==> src/rtl/render_sequencer_if.sv <==
// Handshake bundle between the composer/renderers and the per-scanline render sequencer.
// The sequencer connects through the slave modport; the composer side drives through master.
interface render_sequencer_if #(
  parameter int CNT_W = 8
);
  logic             line_render_start;
  logic [8:0]       line_idx;
  logic             layer0_enabled;
  logic             layer1_enabled;
  logic             sprites_enabled;
  logic             layer0_done;
  logic             layer1_done;
  logic             sprite_done;
  logic             stats_clear;
  logic             layer0_start;
  logic             layer1_start;
  logic             sprite_start;
  logic             render_abort;
  logic [8:0]       render_line_idx;
  logic             render_bank;
  logic             display_bank;
  logic             busy;
  logic             line_done;
  logic [CNT_W-1:0] overrun_count;
  logic [CNT_W-1:0] timeout_count;

  modport master (
    output line_render_start, line_idx, layer0_enabled, layer1_enabled, sprites_enabled,
           layer0_done, layer1_done, sprite_done, stats_clear,
    input  layer0_start, layer1_start, sprite_start, render_abort, render_line_idx,
           render_bank, display_bank, busy, line_done, overrun_count, timeout_count
  );

  modport slave (
    input  line_render_start, line_idx, layer0_enabled, layer1_enabled, sprites_enabled,
           layer0_done, layer1_done, sprite_done, stats_clear,
    output layer0_start, layer1_start, sprite_start, render_abort, render_line_idx,
           render_bank, display_bank, busy, line_done, overrun_count, timeout_count
  );
endinterface

==> src/rtl/render_sequencer.sv <==
// Runs layer 0, layer 1 and sprite renderers one at a time per scanline, owns the
// ping-pong bank, per-stage watchdog and overrun/timeout statistics.
module render_sequencer #(
  parameter int TIMEOUT_CYCLES = 800,
  parameter int CNT_W          = 8
) (
  input  logic              clk,
  input  logic              rst,
  render_sequencer_if.slave bus
);
  typedef enum logic [1:0] {IDLE, L0, L1, SPR} state_t;

  // Watchdog counts completed cycles in the stage; expiry is detected on the
  // stage's (TIMEOUT_CYCLES-1)th cycle so the next start lands at T+TIMEOUT_CYCLES.
  localparam int               WD_W    = (TIMEOUT_CYCLES > 2) ? $clog2(TIMEOUT_CYCLES - 1) : 1;
  localparam logic [WD_W-1:0]  WD_LAST = WD_W'(TIMEOUT_CYCLES - 2);
  localparam logic [CNT_W-1:0] CNT_MAX = '1;

  // IDLE doubles as "before L0", so the same walk yields the first stage of a line.
  function automatic state_t next_stage(state_t s, logic [2:0] m);
    state_t r;
    r = IDLE;
    case (s)
      IDLE:    r = m[0] ? L0 : (m[1] ? L1 : (m[2] ? SPR : IDLE));
      L0:      r = m[1] ? L1 : (m[2] ? SPR : IDLE);
      L1:      r = m[2] ? SPR : IDLE;
      default: r = IDLE;
    endcase
    return r;
  endfunction

  state_t           state_q;
  logic [2:0]       mask_q;
  logic [WD_W-1:0]  wdog_q;
  logic             l0_start_q, l1_start_q, spr_start_q;
  logic             abort_q, line_done_q, busy_q;
  logic [8:0]       line_idx_q;
  logic             render_bank_q, display_bank_q;
  logic [CNT_W-1:0] ovr_cnt_q, to_cnt_q;

  logic [2:0] en_new;
  state_t     first_stage, adv_stage, tgt;
  logic       stage_done, wd_exp, advance, completes, overrun, timeout, entering;

  always_comb begin
    en_new      = {bus.sprites_enabled, bus.layer1_enabled, bus.layer0_enabled};
    first_stage = next_stage(IDLE, en_new);
    adv_stage   = next_stage(state_q, mask_q);
    stage_done  = 1'b0;
    case (state_q)
      L0:      stage_done = bus.layer0_done;
      L1:      stage_done = bus.layer1_done;
      SPR:     stage_done = bus.sprite_done;
      default: stage_done = 1'b0;
    endcase
    wd_exp    = (state_q != IDLE) && (wdog_q == WD_LAST);
    advance   = stage_done || wd_exp;
    // A start racing the final done finishes the old line cleanly instead of aborting it.
    completes = stage_done && (adv_stage == IDLE);
    overrun   = bus.line_render_start && (state_q != IDLE) && !completes;
    timeout   = !bus.line_render_start && wd_exp && !stage_done;
    entering  = bus.line_render_start || advance;
    tgt       = bus.line_render_start ? first_stage : (advance ? adv_stage : state_q);
  end

  always_ff @(posedge clk or posedge rst) begin
    if (rst) begin
      state_q        <= IDLE;
      mask_q         <= '0;
      wdog_q         <= '0;
      l0_start_q     <= 1'b0;
      l1_start_q     <= 1'b0;
      spr_start_q    <= 1'b0;
      abort_q        <= 1'b0;
      line_done_q    <= 1'b0;
      busy_q         <= 1'b0;
      line_idx_q     <= '0;
      render_bank_q  <= 1'b0;
      display_bank_q <= 1'b1;
      ovr_cnt_q      <= '0;
      to_cnt_q       <= '0;
    end else begin
      state_q     <= tgt;
      busy_q      <= (tgt != IDLE);
      l0_start_q  <= entering && (tgt == L0);
      l1_start_q  <= entering && (tgt == L1);
      spr_start_q <= entering && (tgt == SPR);
      abort_q     <= overrun || timeout;
      line_done_q <= (entering && (tgt == IDLE)) || (bus.line_render_start && completes);
      if (entering)              wdog_q <= '0;
      else if (state_q != IDLE)  wdog_q <= wdog_q + 1'b1;
      if (bus.line_render_start) begin
        line_idx_q     <= bus.line_idx;
        mask_q         <= en_new;
        render_bank_q  <= ~render_bank_q;
        display_bank_q <= render_bank_q;
      end
      if (bus.stats_clear) begin
        ovr_cnt_q <= '0;
        to_cnt_q  <= '0;
      end else begin
        if (overrun && ovr_cnt_q != CNT_MAX) ovr_cnt_q <= ovr_cnt_q + 1'b1;
        if (timeout && to_cnt_q  != CNT_MAX) to_cnt_q  <= to_cnt_q + 1'b1;
      end
    end
  end

  assign bus.layer0_start    = l0_start_q;
  assign bus.layer1_start    = l1_start_q;
  assign bus.sprite_start    = spr_start_q;
  assign bus.render_abort    = abort_q;
  assign bus.line_done       = line_done_q;
  assign bus.busy            = busy_q;
  assign bus.render_line_idx = line_idx_q;
  assign bus.render_bank     = render_bank_q;
  assign bus.display_bank    = display_bank_q;
  assign bus.overrun_count   = ovr_cnt_q;
  assign bus.timeout_count   = to_cnt_q;
endmodule

==> src/flat_wrapper.sv <==
// flat-port wrapper written by rule: the top's interface ports become plain ports
module render_sequencer_flat 
#(
  parameter int TIMEOUT_CYCLES = 800,
  parameter int CNT_W          = 8
)
  (clk, rst, bus_line_render_start, bus_line_idx, bus_layer0_enabled, bus_layer1_enabled, bus_sprites_enabled, bus_layer0_done, bus_layer1_done, bus_sprite_done, bus_stats_clear, bus_layer0_start, bus_layer1_start, bus_sprite_start, bus_render_abort, bus_render_line_idx, bus_render_bank, bus_display_bank, bus_busy, bus_line_done, bus_overrun_count, bus_timeout_count);
  render_sequencer_if #(.CNT_W(CNT_W)) bus_i ();
  input  logic clk;
  input  logic rst;
  input wire logic [$bits(bus_i.line_render_start)-1:0] bus_line_render_start;
  input wire logic [$bits(bus_i.line_idx)-1:0] bus_line_idx;
  input wire logic [$bits(bus_i.layer0_enabled)-1:0] bus_layer0_enabled;
  input wire logic [$bits(bus_i.layer1_enabled)-1:0] bus_layer1_enabled;
  input wire logic [$bits(bus_i.sprites_enabled)-1:0] bus_sprites_enabled;
  input wire logic [$bits(bus_i.layer0_done)-1:0] bus_layer0_done;
  input wire logic [$bits(bus_i.layer1_done)-1:0] bus_layer1_done;
  input wire logic [$bits(bus_i.sprite_done)-1:0] bus_sprite_done;
  input wire logic [$bits(bus_i.stats_clear)-1:0] bus_stats_clear;
  output wire logic [$bits(bus_i.layer0_start)-1:0] bus_layer0_start;
  output wire logic [$bits(bus_i.layer1_start)-1:0] bus_layer1_start;
  output wire logic [$bits(bus_i.sprite_start)-1:0] bus_sprite_start;
  output wire logic [$bits(bus_i.render_abort)-1:0] bus_render_abort;
  output wire logic [$bits(bus_i.render_line_idx)-1:0] bus_render_line_idx;
  output wire logic [$bits(bus_i.render_bank)-1:0] bus_render_bank;
  output wire logic [$bits(bus_i.display_bank)-1:0] bus_display_bank;
  output wire logic [$bits(bus_i.busy)-1:0] bus_busy;
  output wire logic [$bits(bus_i.line_done)-1:0] bus_line_done;
  output wire logic [$bits(bus_i.overrun_count)-1:0] bus_overrun_count;
  output wire logic [$bits(bus_i.timeout_count)-1:0] bus_timeout_count;
  assign bus_i.line_render_start = bus_line_render_start;
  assign bus_i.line_idx = bus_line_idx;
  assign bus_i.layer0_enabled = bus_layer0_enabled;
  assign bus_i.layer1_enabled = bus_layer1_enabled;
  assign bus_i.sprites_enabled = bus_sprites_enabled;
  assign bus_i.layer0_done = bus_layer0_done;
  assign bus_i.layer1_done = bus_layer1_done;
  assign bus_i.sprite_done = bus_sprite_done;
  assign bus_i.stats_clear = bus_stats_clear;
  assign bus_layer0_start = bus_i.layer0_start;
  assign bus_layer1_start = bus_i.layer1_start;
  assign bus_sprite_start = bus_i.sprite_start;
  assign bus_render_abort = bus_i.render_abort;
  assign bus_render_line_idx = bus_i.render_line_idx;
  assign bus_render_bank = bus_i.render_bank;
  assign bus_display_bank = bus_i.display_bank;
  assign bus_busy = bus_i.busy;
  assign bus_line_done = bus_i.line_done;
  assign bus_overrun_count = bus_i.overrun_count;
  assign bus_timeout_count = bus_i.timeout_count;
  render_sequencer #(.TIMEOUT_CYCLES(TIMEOUT_CYCLES), .CNT_W(CNT_W)) u_core (.clk(clk), .rst(rst), .bus(bus_i));
endmodule
==> config.mk <==
export PLATFORM = sky130hd
export DESIGN_NAME = render_sequencer_flat
export DESIGN_NICKNAME = d
export VERILOG_FILES = /design/src/rtl/render_sequencer_if.sv /design/src/rtl/render_sequencer.sv /design/src/flat_wrapper.sv
export SDC_FILE = /design/constraint.sdc
export NUM_CORES = 1
export LEC_CHECK = 0
export ABC_AREA = 1
export CORE_MARGIN = 2
export CORE_UTILIZATION = 30
export CTS_CLUSTER_DIAMETER = 50
export CTS_CLUSTER_SIZE = 14
export DETAILED_ROUTE_END_ITERATION = 10
export SLEW_MARGIN = 20
export SYNTH_ARGS = -nofsm -noshare
export SYNTH_HDL_FRONTEND = slang
export SYNTH_SLANG_ARGS = --single-unit
==> constraint.sdc <==
create_clock -name clk -period 2.7 [get_ports clk]
set_clock_uncertainty 0.1 [all_clocks]
set_input_delay 0.54 -clock clk [delete_from_list [all_inputs] [get_ports clk]]
set_output_delay 0.54 -clock clk [all_outputs]
set_load 0.03 [all_outputs]
==> metrics.md <==
| Metric | Value |
|---|---|
| Outcome | `finished, final reports clean` |
| Die Y | `94.6 um` |
| I/O Pins | `52` |
| Hold depth | `2` |
| Share of the synthesized area in the top cell type | `approximately 48%` |
| Worst path bufs/invs | `1` |
| CTS tree | `done` |
| RSZ-0062 raised after global routing | `false` |
| Distinct cells, synth | `29` |
| CP Capture Type | `output port` |
| Total GRT Usage | `between 10% and 20%` |
| Worst R2R Path Depth | `10` |
| Core area | `0.00809 mm^2` |
| Crit path time final | `~2.2 ns` |
| Period utilization | `79.7%` |
| WP data required | `a little over 2 ns` |
| Fillers | `between 800 and 900` |
| VDD IR max | `between 0.2 and 0.3 mV` |
| DR WL/cell | `~12 um` |
| Final worst setup slack | `0.548 ns` |
| Initial drt markers | `just over 100` |
| CTS root buf | `clkbuf_8` |
| DR vias/cell | `approximately 4.7` |
| Synth warnings | `0` |
| Max clock buf depth | `2` |
| First-pass GRT wire length | `about 9600 um` |
| Static Leakage | `approximately 1.5 nW` |
| Final net count | `383` |
| Post-CTS Setup Inserts | `0` |
| CP arrival | `1.51 ns` |
| Count of final setup violators | `0` |
| Largest family of logic cells by synthesized area | `simple AND/OR/NAND/NOR gates` |
| Final core occ | `roughly two fifths` |
| Drt pass-1 iters | `4` |
| Mux cell area share after synthesis | `0%` |
| Reg clk slew, reported paths | `around 0.080 ns` |
| Kind of cell adding the most delay to the critical path | `buffers and inverters` |
| # diodes | `0` |
| Number of enable flip-flop cells after synthesis | `0` |
| Top_reg_cell synth | `dfrtp_1` |
| # Max-Cap Violations | `0` |
| # hold bufs at CTS | `0` |
| Routed wire length | `5670 um` |
| Syn Inst Count | `between 300 and 400` |
| Post-Synth Simple-Gate Area | `a little over a third` |
| GR Overflow Total | `0` |
| Hold Crit Class | `register to register` |
| PD cells | `579 mW/mm^2` |
| CTS resizes | `0` |
| DP Wirelength | `4240 um` |
| Final Slew Violations | `0` |
| PortBufs | `about 50` |
| CTS sink cnt | `48` |
| Layout area overhead | `30.2%` |
| Fmax | `approximately 0.46 GHz` |
| Slew @ Worst Pin | `slightly below 0.7 ns` |
| Most frequent cell after synthesis | `nand2_1` |
| Critical path class | `register to output port` |
| Slew headroom | `a little over half` |
| Sum Neg Setup Slack | `0 ns` |
| Compound-Gate Fraction of Synth Area | `under 10%` |
| Slowest cell on crit path | `clkdlybuf4s50_1` |
| Antenna violations before repair | `0` |
| Critical path cell sequence | `clkdlybuf4s50_1` |
| Avg Cell Area, Syn | `just over 8 um^2` |
| Crit path max fanout | `2` |
| DP Worst Slack | `around 0.43 ns` |
| Netlist Area Pre-Place | `between 0.002 and 0.0025 mm^2` |
| Adder-cell area share of the yosys netlist | `2.03%` |
| Layout cells sized above 1 | `approximately 8.3%` |
| Synth area leaders | `dfrtp_1 (48%), nand2_1 (14%), nand3_1 (7.9%), nor2_1 (6.1%), xor2_1 (5.7%)` |
| Antenna-violating nets left | `0` |
| Final hold violation count | `0` |
| # DRC | `0` |
| Die width | `roughly 95 um` |
| Die area | `around 0.009 mm^2` |
| Clk_lat worst skew | `between 0.2 and 0.3 ns` |
| CP startpoint kind | `register` |
| Initial Util | `a little under a third` |
| FF+latch count, synth | `48` |
| H-tree depth | `2` |
| Num CTS Buffers | `5` |
| Largest net degree at the start of global routing | `26` |
| Xor and xnor area share after synthesis | `under 10%` |
| WP depth | `1` |
| Most instantiated cells after synthesis | `nand2_1 (89), dfrtp_1 (47), nor2_1 (40), nand3_1 (39), inv_1 (18)` |
| Vias | `around 2,200` |
| Vias in the first global route | `2,135` |
| Cell Rows | `33` |
| Ys async rst share | `100%` |
| Mapped Nets | `326` |
| Slowest Stage Delay on Critical Path | `about 0.67 ns` |
| Cell taking the most area after synthesis | `dfrtp_1` |
| Seq/Total Area, Yosys | `48.9%` |
| GP Congestion | `0.803` |
## routing by layer
layer	GRT usage (%)	wire length [um]	part of all wire, %
met5	0	0	0
met3	3.67	298	5.3
met4	5.19	110	1.9
met1	17.0	2550	45
met2	22.7	2710	48
## power by group
part | internal (mW) | leakage, nW | switching [mW] | total [mW]
clock | 0.176 | 0.0410 | 0.225 | 0.402
combinational | 0.224 | 0.850 | 0.368 | 0.592
sequential | 0.798 | 0.628 | 0.0631 | 0.861
total | 1.20 | 1.52 | 0.656 | 1.85
## sequential cells by signal (all words and copies together) (netlist names)
register	count
u_core.state_q	2
u_core.bus.timeout_count	8
u_core.mask_q	3
u_core.bus.sprite_start	1
u_core.bus.overrun_count	8
u_core.bus.layer1_start	1
u_core.bus.layer0_start	1
u_core.bus.render_bank	1
u_core.bus.busy	1
u_core.wdog_q	10
u_core.bus.display_bank	1
u_core.bus.render_line_idx	9
u_core.bus.render_abort	1
u_core.bus.line_done	1
## worst paths after layout
| kind | endpoint | start | slack, ns |
|---|---|---|---|
| max in group asynchronous | u_core.wdog_q[3] | rst | 1.49 |
| setup reg to reg | u_core.bus.line_done | u_core.wdog_q[0] | 0.71 |
| setup / recovery | bus_display_bank | u_core.bus.display_bank | 0.55 |
| hold / removal | u_core.bus.display_bank | u_core.bus.display_bank | 0.38 |
| hold reg to reg | u_core.bus.display_bank | u_core.bus.display_bank | 0.38 |
| min in group asynchronous | u_core.bus.render_line_idx[3] | rst | 0.50 |
## per-stage QoR
step / hold slack, ns / power [mW] / cell area (um^2) / instances
finish: 0.377 / 1.85 / 3200 / 465
global route: 0.391 / 1.97 / 3200 / 465
CTS: 0.376 / 1.88 / 3200 / 465
detailed placement: 0.362 / 1.47 / 3130 / 458
global placement: 0.358 / 1.46 / 3130 / 458
floorplan: 0.386 / 1.24 / 2460 / 303
## final cells by class
type                       count  area [um^2]  share of cell area [%]
clock buffer                   6         72.6                    2.27
clock inverter                 1         5.00                   0.156
inverter                      22         82.6                    2.58
multi-input combinational    226         1140                    35.6
sequential                    48         1200                    37.5
tap                          105          131                    4.10
timing repair buffer          57          568                    17.7
## logic make-up after synthesis
family | Yosys count
fa+ha+maj | 4
simple gates | 192
buf+inv | 29
xor+xnor | 17
compound gates | 13
flops | 48
## placed cells by master (no fill, tap or decap), types with 6 or more instances in the layout
cell type and n:
nand3_1 39, clkdlybuf4s50_1 51, nand4_1 6, xor2_1 16, nor3_1 7, dfrtp_1 47, nand2_1 89, inv_1 17
nor2_1 40
Power figures use the tool's default switching activity.
